[src/rtl/serial_add_ctrl_pkg.sv]
// Shared types and constants for the bit-serial adder/subtractor.
// State encoding kept as plain 2-bit constants so legacy code can compare against them directly.
package serial_add_ctrl_pkg;

    localparam int WIDTH_DEF = 8;

    typedef logic [1:0] state_t;

    localparam state_t IDLE = 2'd0;
    localparam state_t RUN  = 2'd1;
    localparam state_t DONE = 2'd2;

endpackage

[src/rtl/serial_add_ctrl_if.sv]
// Request/result bundle for serial_add_ctrl; master issues operands, slave computes.
// No valid/ready pair: start is a level request and done is a one-cycle result strobe.
interface serial_add_ctrl_if
    import serial_add_ctrl_pkg::*;
#(
    parameter int WIDTH = WIDTH_DEF
);

    logic             start;
    logic             op_sub;
    logic             cin;
    logic [WIDTH-1:0] a;
    logic [WIDTH-1:0] b;
    logic             busy;
    logic             done;
    logic [WIDTH-1:0] sum;
    logic             cout;
    logic             ovf;

    modport master (
        output start, op_sub, cin, a, b,
        input  busy, done, sum, cout, ovf
    );

    modport slave (
        input  start, op_sub, cin, a, b,
        output busy, done, sum, cout, ovf
    );

endinterface

[src/rtl/serial_add_ctrl_fa_cell.sv]
// Combinational 1-bit full adder: the single arithmetic cell the serial controller time-shares.
// Zero latency; no flow control.
module fa_cell (
    input  logic a,
    input  logic b,
    input  logic ci,
    output logic s,
    output logic co
);

    assign s  = a ^ b ^ ci;
    assign co = (a & b) | (ci & (a ^ b));

endmodule

[src/rtl/serial_add_ctrl.sv]
// Bit-serial add/subtract, LSB first, one bit per clock; done pulses WIDTH cycles after start is taken.
// No backpressure: start is only sampled in IDLE, so requests while busy are dropped, not queued.
module serial_add_ctrl
    import serial_add_ctrl_pkg::*;
#(
    parameter int WIDTH = WIDTH_DEF
) (
    input  logic             clk,
    input  logic             rst_n,
    serial_add_ctrl_if.slave bus
);

    localparam int            CW   = $clog2(WIDTH);
    localparam logic [CW-1:0] LAST = CW'(WIDTH - 1);

    state_t           state;
    logic [WIDTH-1:0] opa;
    logic [WIDTH-1:0] opb;
    logic [WIDTH-2:0] acc;
    logic             carry;
    logic [CW-1:0]    cnt;
    logic [WIDTH-1:0] sum_q;
    logic             cout_q;
    logic             ovf_q;
    logic             s_bit;
    logic             c_bit;

    fa_cell u_fa (
        .a  (opa[cnt]),
        .b  (opb[cnt]),
        .ci (carry),
        .s  (s_bit),
        .co (c_bit)
    );

    always_ff @(posedge clk or negedge rst_n) begin
        if (!rst_n) begin
            state  <= IDLE;
            opa    <= '0;
            opb    <= '0;
            acc    <= '0;
            carry  <= 1'b0;
            cnt    <= '0;
            sum_q  <= '0;
            cout_q <= 1'b0;
            ovf_q  <= 1'b0;
        end else begin
            case (state)
                IDLE: begin
                    if (bus.start) begin
                        // Subtract as a + ~b + 1.
                        opa   <= bus.a;
                        opb   <= bus.op_sub ? ~bus.b : bus.b;
                        carry <= bus.op_sub ? 1'b1 : bus.cin;
                        cnt   <= '0;
                        acc   <= '0;
                        state <= RUN;
                    end
                end
                RUN: begin
                    carry <= c_bit;
                    if (cnt == LAST) begin
                        // carry still holds the carry into the MSB at this edge.
                        sum_q  <= {s_bit, acc};
                        cout_q <= c_bit;
                        ovf_q  <= carry ^ c_bit;
                        state  <= DONE;
                    end else begin
                        acc            <= acc >> 1;
                        acc[WIDTH-2]   <= s_bit;
                        cnt            <= cnt + CW'(1);
                    end
                end
                DONE: begin
                    state <= IDLE;
                end
                default: begin
                    state <= IDLE;
                end
            endcase
        end
    end

    assign bus.busy = (state != IDLE);
    assign bus.done = (state == DONE);
    assign bus.sum  = sum_q;
    assign bus.cout = cout_q;
    assign bus.ovf  = ovf_q;

endmodule

[src/flat_wrapper.sv]
// flat-port wrapper written by rule: the top's interface ports become plain ports
module serial_add_ctrl_flat import serial_add_ctrl_pkg::*;
#(
    parameter int WIDTH = WIDTH_DEF
)
  (clk, rst_n, bus_start, bus_op_sub, bus_cin, bus_a, bus_b, bus_busy, bus_done, bus_sum, bus_cout, bus_ovf);
  serial_add_ctrl_if #(.WIDTH(WIDTH)) bus_i ();
  input  logic clk;
  input  logic rst_n;
  input wire logic [$bits(bus_i.start)-1:0] bus_start;
  input wire logic [$bits(bus_i.op_sub)-1:0] bus_op_sub;
  input wire logic [$bits(bus_i.cin)-1:0] bus_cin;
  input wire logic [$bits(bus_i.a)-1:0] bus_a;
  input wire logic [$bits(bus_i.b)-1:0] bus_b;
  output wire logic [$bits(bus_i.busy)-1:0] bus_busy;
  output wire logic [$bits(bus_i.done)-1:0] bus_done;
  output wire logic [$bits(bus_i.sum)-1:0] bus_sum;
  output wire logic [$bits(bus_i.cout)-1:0] bus_cout;
  output wire logic [$bits(bus_i.ovf)-1:0] bus_ovf;
  assign bus_i.start = bus_start;
  assign bus_i.op_sub = bus_op_sub;
  assign bus_i.cin = bus_cin;
  assign bus_i.a = bus_a;
  assign bus_i.b = bus_b;
  assign bus_busy = bus_i.busy;
  assign bus_done = bus_i.done;
  assign bus_sum = bus_i.sum;
  assign bus_cout = bus_i.cout;
  assign bus_ovf = bus_i.ovf;
  serial_add_ctrl #(.WIDTH(WIDTH)) u_core (.clk(clk), .rst_n(rst_n), .bus(bus_i));
endmodule
[config.mk]
export PLATFORM = sky130hd
export DESIGN_NAME = serial_add_ctrl_flat
export DESIGN_NICKNAME = d
export VERILOG_FILES = /design/src/rtl/serial_add_ctrl_pkg.sv /design/src/rtl/serial_add_ctrl_if.sv /design/src/rtl/serial_add_ctrl_fa_cell.sv /design/src/rtl/serial_add_ctrl.sv /design/src/flat_wrapper.sv
export SDC_FILE = /design/constraint.sdc
export NUM_CORES = 1
export LEC_CHECK = 0
export CAP_MARGIN = 10
export CELL_PAD_IN_SITES_DETAIL_PLACEMENT = 0
export CELL_PAD_IN_SITES_GLOBAL_PLACEMENT = 2
export CORE_MARGIN = 8
export CORE_UTILIZATION = 35
export CTS_CLUSTER_DIAMETER = 150
export DETAILED_ROUTE_END_ITERATION = 6
export PLACE_DENSITY = 0.84
export SYNTH_ARGS = -nofsm -noshare
export SYNTH_HDL_FRONTEND = slang
export SYNTH_HIERARCHICAL = 1
export SYNTH_SLANG_ARGS = --single-unit
[constraint.sdc]
create_clock -name clk -period 2.3 [get_ports clk]
set_input_delay 0.46 -clock clk [delete_from_list [all_inputs] [get_ports clk]]
set_output_delay 0.46 -clock clk [all_outputs]
set_load 0.03 [all_outputs]
# Word level (Yosys, flattened, before mapping)
# Index checks and enable logic that the tools add are counted.
# Widths: inputs -> output; s select.
[op_classes]
n_addsub = 1
muxes = 17
n_reduce_logical = 8
bitwise_logic = 7
magnitude_cmp = 1
eq_ne = 6
[op_table]
columns = ["op", "n"]
rows = [
  ["$mux 7", 2],
  ["$pmux 7 s2", 1],
  ["$mux 8", 1],
  ["$not 8->8", 1],
  ["$reduce_and 2->1", 4],
  ["$bmux 1 s3", 2],
  ["$mux 3", 2],
  ["$pmux 3 s2", 1],
  ["$lt 3x4->1 const B", 1],
  ["$mux 1", 4],
  ["$mux 2", 2],
  ["$ne 2x2->1 const B", 2],
  ["$pmux 2 s2", 1],
  ["$reduce_bool 2->1", 2],
  ["$add 3x1->3 const B", 1],
  ["$eq 3x3->1 const B", 1],
  ["$reduce_and 3->1", 1],
  ["$xor 1x1->1", 3],
  ["$and 1x1->1", 2],
  ["$eq 2x1->1 const B", 1],
  ["$eq 2x2->1 const B", 1],
  ["$logic_not 2->1", 1],
  ["$ne 2x1->1 const B", 1],
  ["$pmux 1 s2", 1],
  ["$or 1x1->1", 1],
]
[word_totals]
reg_bits = 39
inputBits = 21
out_inout_bits = 12
wordCells = 49

# Longest topological paths before layout
[logic_depth]
ltp_word = 6
mapped_depth = 6
depth_no_buf = 5

# Hierarchy
# Netlist, hierarchy kept.
[by_module_without_submodules]
columns = ["mod", "cells_per_inst", "instances", "area_per_inst_um2", "seq_area_each_um2"]
rows = [
  ["serial_add_ctrl", 122, 1, 1695.4, 975.9],
  ["fa_cell", 1, 1, 20.0, 0.0],
]

# Worst setup path after synthesis
# No wires, ideal clock.
[synth_timing]
path_kind = "register to register"
startpoint = "register u_core.cnt[1]"
endpoint = "register u_core.sum_q[7], in the netlist u_core/bus.sum[7]"
path_slack_ps = 176
n_path_buf = 1
arrival_time_ps = 2000
setup_ps = 125
required_ps = 2175
period_less_slack_ps = 2124
path_stages_with_launch = 6
path_cell_list = "dfrtp_1 buf_6 mux4_1 mux2_2 fa_1 mux2_2"
[synth_between]
elab_chain_cells = 4
elab_cells_between_ends = 8
classes_between = "eq/ne: 1; mux: 4; bitwise: 2; reduce/logical: 1"
[synth_rtl]
columns = ["element", "line", "text"]
rows = [
  ["start, declared", "serial_add_ctrl.sv:21", "logic [CW-1:0] cnt;"],
  ["start signal, assigned", "serial_add_ctrl.sv:71", "cnt <= cnt + CW'(1);"],
  ["$bmux 1 s3, on equally long branches", "serial_add_ctrl.sv:29, serial_add_ctrl.sv:30", ""],
  ["$mux 1, on equally long branches", "serial_add_ctrl.sv:29, serial_add_ctrl.sv:30", ""],
  ["$xor 1x1->1 (*) (2 in a row)", "serial_add_ctrl_fa_cell.sv:11", "assign s = a ^ b ^ ci;"],
  ["named net u_core.s_bit", "serial_add_ctrl.sv:25", "logic s_bit;"],
  ["end signal, assigned", "serial_add_ctrl.sv:64", "sum_q <= {s_bit, acc};"],
  ["end, declared", "serial_add_ctrl.sv:22", "logic [WIDTH-1:0] sum_q;"],
]
# Mark *: on every way through the listed nets, which the timed path passes. The rest lies on a longest branch. The select of a mux whose other input is x is not followed.
# A chain may end at the register's enable or synchronous reset.

# Worst setup path after layout
# Ends and elaborated chain as after synthesis.

==> qor.txt <==
Status: complete, no violations
Total CTS buffers: 5
Number of port buffers: 32
Placed Instances: 218
Tmin final: 2.18 ns
Area share of the leading cell type in the synthesized netlist: 56.9%
First-pass GRT wire length: 5.49 mm
Clock sink total: 39
Kind of critical path: flop to flop
Routed vias: 1055
RSZ-0062 raised after global routing: no
Initial Util: 36.3%
Arr. time, crit path: 2.35 ns
DRT Wirelength: 3.16 mm
Vias in the first global route: 1136
Initial antenna violation count: 0
Std-Cell Rows: 25
Final setup TNS: 0 ns
Leak: 0.927 nW
Clock slew at reported path FFs: 0.07 ns
Syn Nets: 147
Number of remaining DRC errors: 0
Max_cap viols: 0
Placer Congestion: 0.723
Diodes inserted: 0
WP data required: 2.47 ns
Tot Pwr: 3.08 mW
Layout cell share with drive strength beyond 1: 22.8%
Vias per inst: 4.69
Synthesized flop and latch total: 39
Fin crit share: 94.8%
Die area: 7400 µm²
Crit-path max FO: 6
Post-synthesis cell count: 123
GRT overflow: 0
Htree depth: 2
Post-synth EDFFs: 0
Non-filler cells in the finished layout: 225
Power Dens Cells: 1410 nW/µm²
Endpoints failing setup: 0
Largest stage delay on the critical path: 0.56 ns
Post-DP HPWL: 2.42 mm
Final hold vios: 0
Count of cell types in the netlist: 23
Slew @ Worst Pin: 0.847 ns
Largest area contributor in the netlist: dfrtp_1
Gr usage total: 9.58%
Worst-case clock buffer depth: 2
Asr flop ratio synth: 100%
Largest net degree at the start of global routing: 40
CTS tree: done
Die W: 86.0 µm
WL per Instance: 14.1 µm
Chip height: 86.0 µm
Slew HR: 43.5%
Area Growth Syn to Fin: 27.5%
Max Fclk: 458 MHz
Core area: 4720 µm²
Slowest CP cell: mux4_1
Worst skew pair latency: 0.29 ns
Slew Viols, Final: 0
Seq/Total Area, Yosys: 56.9%
Yosys warns: 6
Post-layout nets: 182
Nature of the critical path startpoint: flop
Top_reg_cell synth: dfrtp_1
Cell chain of the critical path: mux4_1 > mux2_2 > fa_1 > mux2_2
Synth cell count leaders: dfrtp_1, mux2_2, nor2_1, xnor2_1
Post-layout util: 46.3%
Critical Path Sink Type: flop
Worst vdd ir: 0.399 mV
Worst hold margin: 0.281 ns
DR pass1 iterations: 4
Most used cell, CP: mux2_2
Syn Std Cell Area: 1720 µm²
Postcts setup bufs: 0
# hold bufs at CTS: 0
Ports: 33
Most frequent cell after synthesis: dfrtp_1
Synth area leaders: dfrtp_1, mux2_2, mux4_1
Root buf cell: clkbuf_8
Synth Area per Inst: 13.9 µm²
Iter 0 DRT Violations: 34
Worst hold path class: input port to async pin
Worst Skew: 0.00692 ns
Post-DRT Antenna Nets: 0
-- kinds of logic (layout without fill, tap and decap cells) --
kind of cell / after synthesis / count (layout) / share of synthesized area, %
xor gates and xnor gates: 9 / 9 / 4.60
buffers and inverters: 10 / 45 / 3.43
AOI/OAI and AO/OA: 19 / 19 / 7.73
adders and majority gates: 3 / 3 / 2.63
muxes: 24 / 24 / 19.3
and+or+nand+nor: 19 / 19 / 5.47
DFF: 39 / 39 / 56.9
-- placed cells by master (no fill, tap or decap), types with 2 or more instances in the layout --
cell | Yosys | routed
dfrtp_1 | 39 | 38
clkdlybuf4s50_1 | 0 | 31
mux2_2 | 20 | 20
nor2_1 | 10 | 10
xnor2_1 | 9 | 9
a21oi_1 | 8 | 8
a22o_1 | 8 | 8
clkbuf_8 | 0 | 6
mux4_1 | 4 | 4
buf_4 | 2 | 4
nor2b_1 | 3 | 3
inv_1 | 2 | 2
ha_1 | 2 | 2
-- per-stage QoR --
| step | instance area (µm²) | setup slack [ns] |
|---|---|---|
| after global routing | 2190 | 0.0311 |
| final | 2190 | 0.119 |
| after global placement | 2100 | 0.117 |
| after detailed placement | 2100 | 0.0521 |
| after floorplan | 1720 | 0.176 |
| after CTS | 2190 | 0.0300 |
-- timing repair --
item,in CTS,in global routing
hold endpoints to repair,0,0
resized for setup,0,2
endpoints found under the setup margin,0,3
-- power by group --
| group | internal, mW | switching, mW | leakage, nW |
|---|---|---|---|
| Sequential | 1.02 | 0.226 | 0.472 |
| Clock | 0.235 | 0.212 | 0.0470 |
| Combinational | 0.767 | 0.621 | 0.408 |
-- worst paths after layout --
check                               from  cells after the start                end  slack, ns
min in group clk           u_core/opa[6]                      1      u_core/opa[6]       0.51
setup / recovery           u_core/cnt[1]                      4  u_core/bus.sum[7]       0.12
hold / removal                     rst_n                      1      u_core/opa[5]       0.28
setup reg to reg           u_core/cnt[1]                      4  u_core/bus.sum[7]       0.12
max in group asynchronous          rst_n                      1      u_core/cnt[1]       1.44
hold reg to reg            u_core/opa[6]                      1      u_core/opa[6]       0.51
-- critical path, delay by kind of cell, from the launching register on --
family / cells / cell delay [ns]
adders and majority gates: 1 / 0.50
DFF: 1 / 0.44
muxes: 3 / 1.12
-- state kept, by name, summed over array words and instances, names as in the netlist --
register         cells
u_core/opa           8
u_core/opb           8
u_core/bus.sum       8
u_core/cnt           3
u_core/bus.ovf       1
u_core/bus.cout      1
u_core/acc           7
u_core/carry         1
u_core/state         2
-- cell type report --
class                      instances  area [µm²]
fill                             437        2540
inverter                           2        7.51
tap                               67        83.8
multi-input combinational         74         686
clock inverter                     1        5.00
timing repair buffer              36         345
sequential                        39         977
clock buffer                       6        82.6
-- per-layer routing --
layer  track usage [%]  up-vias  share of wire, %
met1              10.3      519                42
met2              16.7       30                50
met4              2.87        0              0.92
met5                 0        -                 0
li1                  -      500                 -
met3              3.92        6               6.9
(Power assumes the default switching activity.)
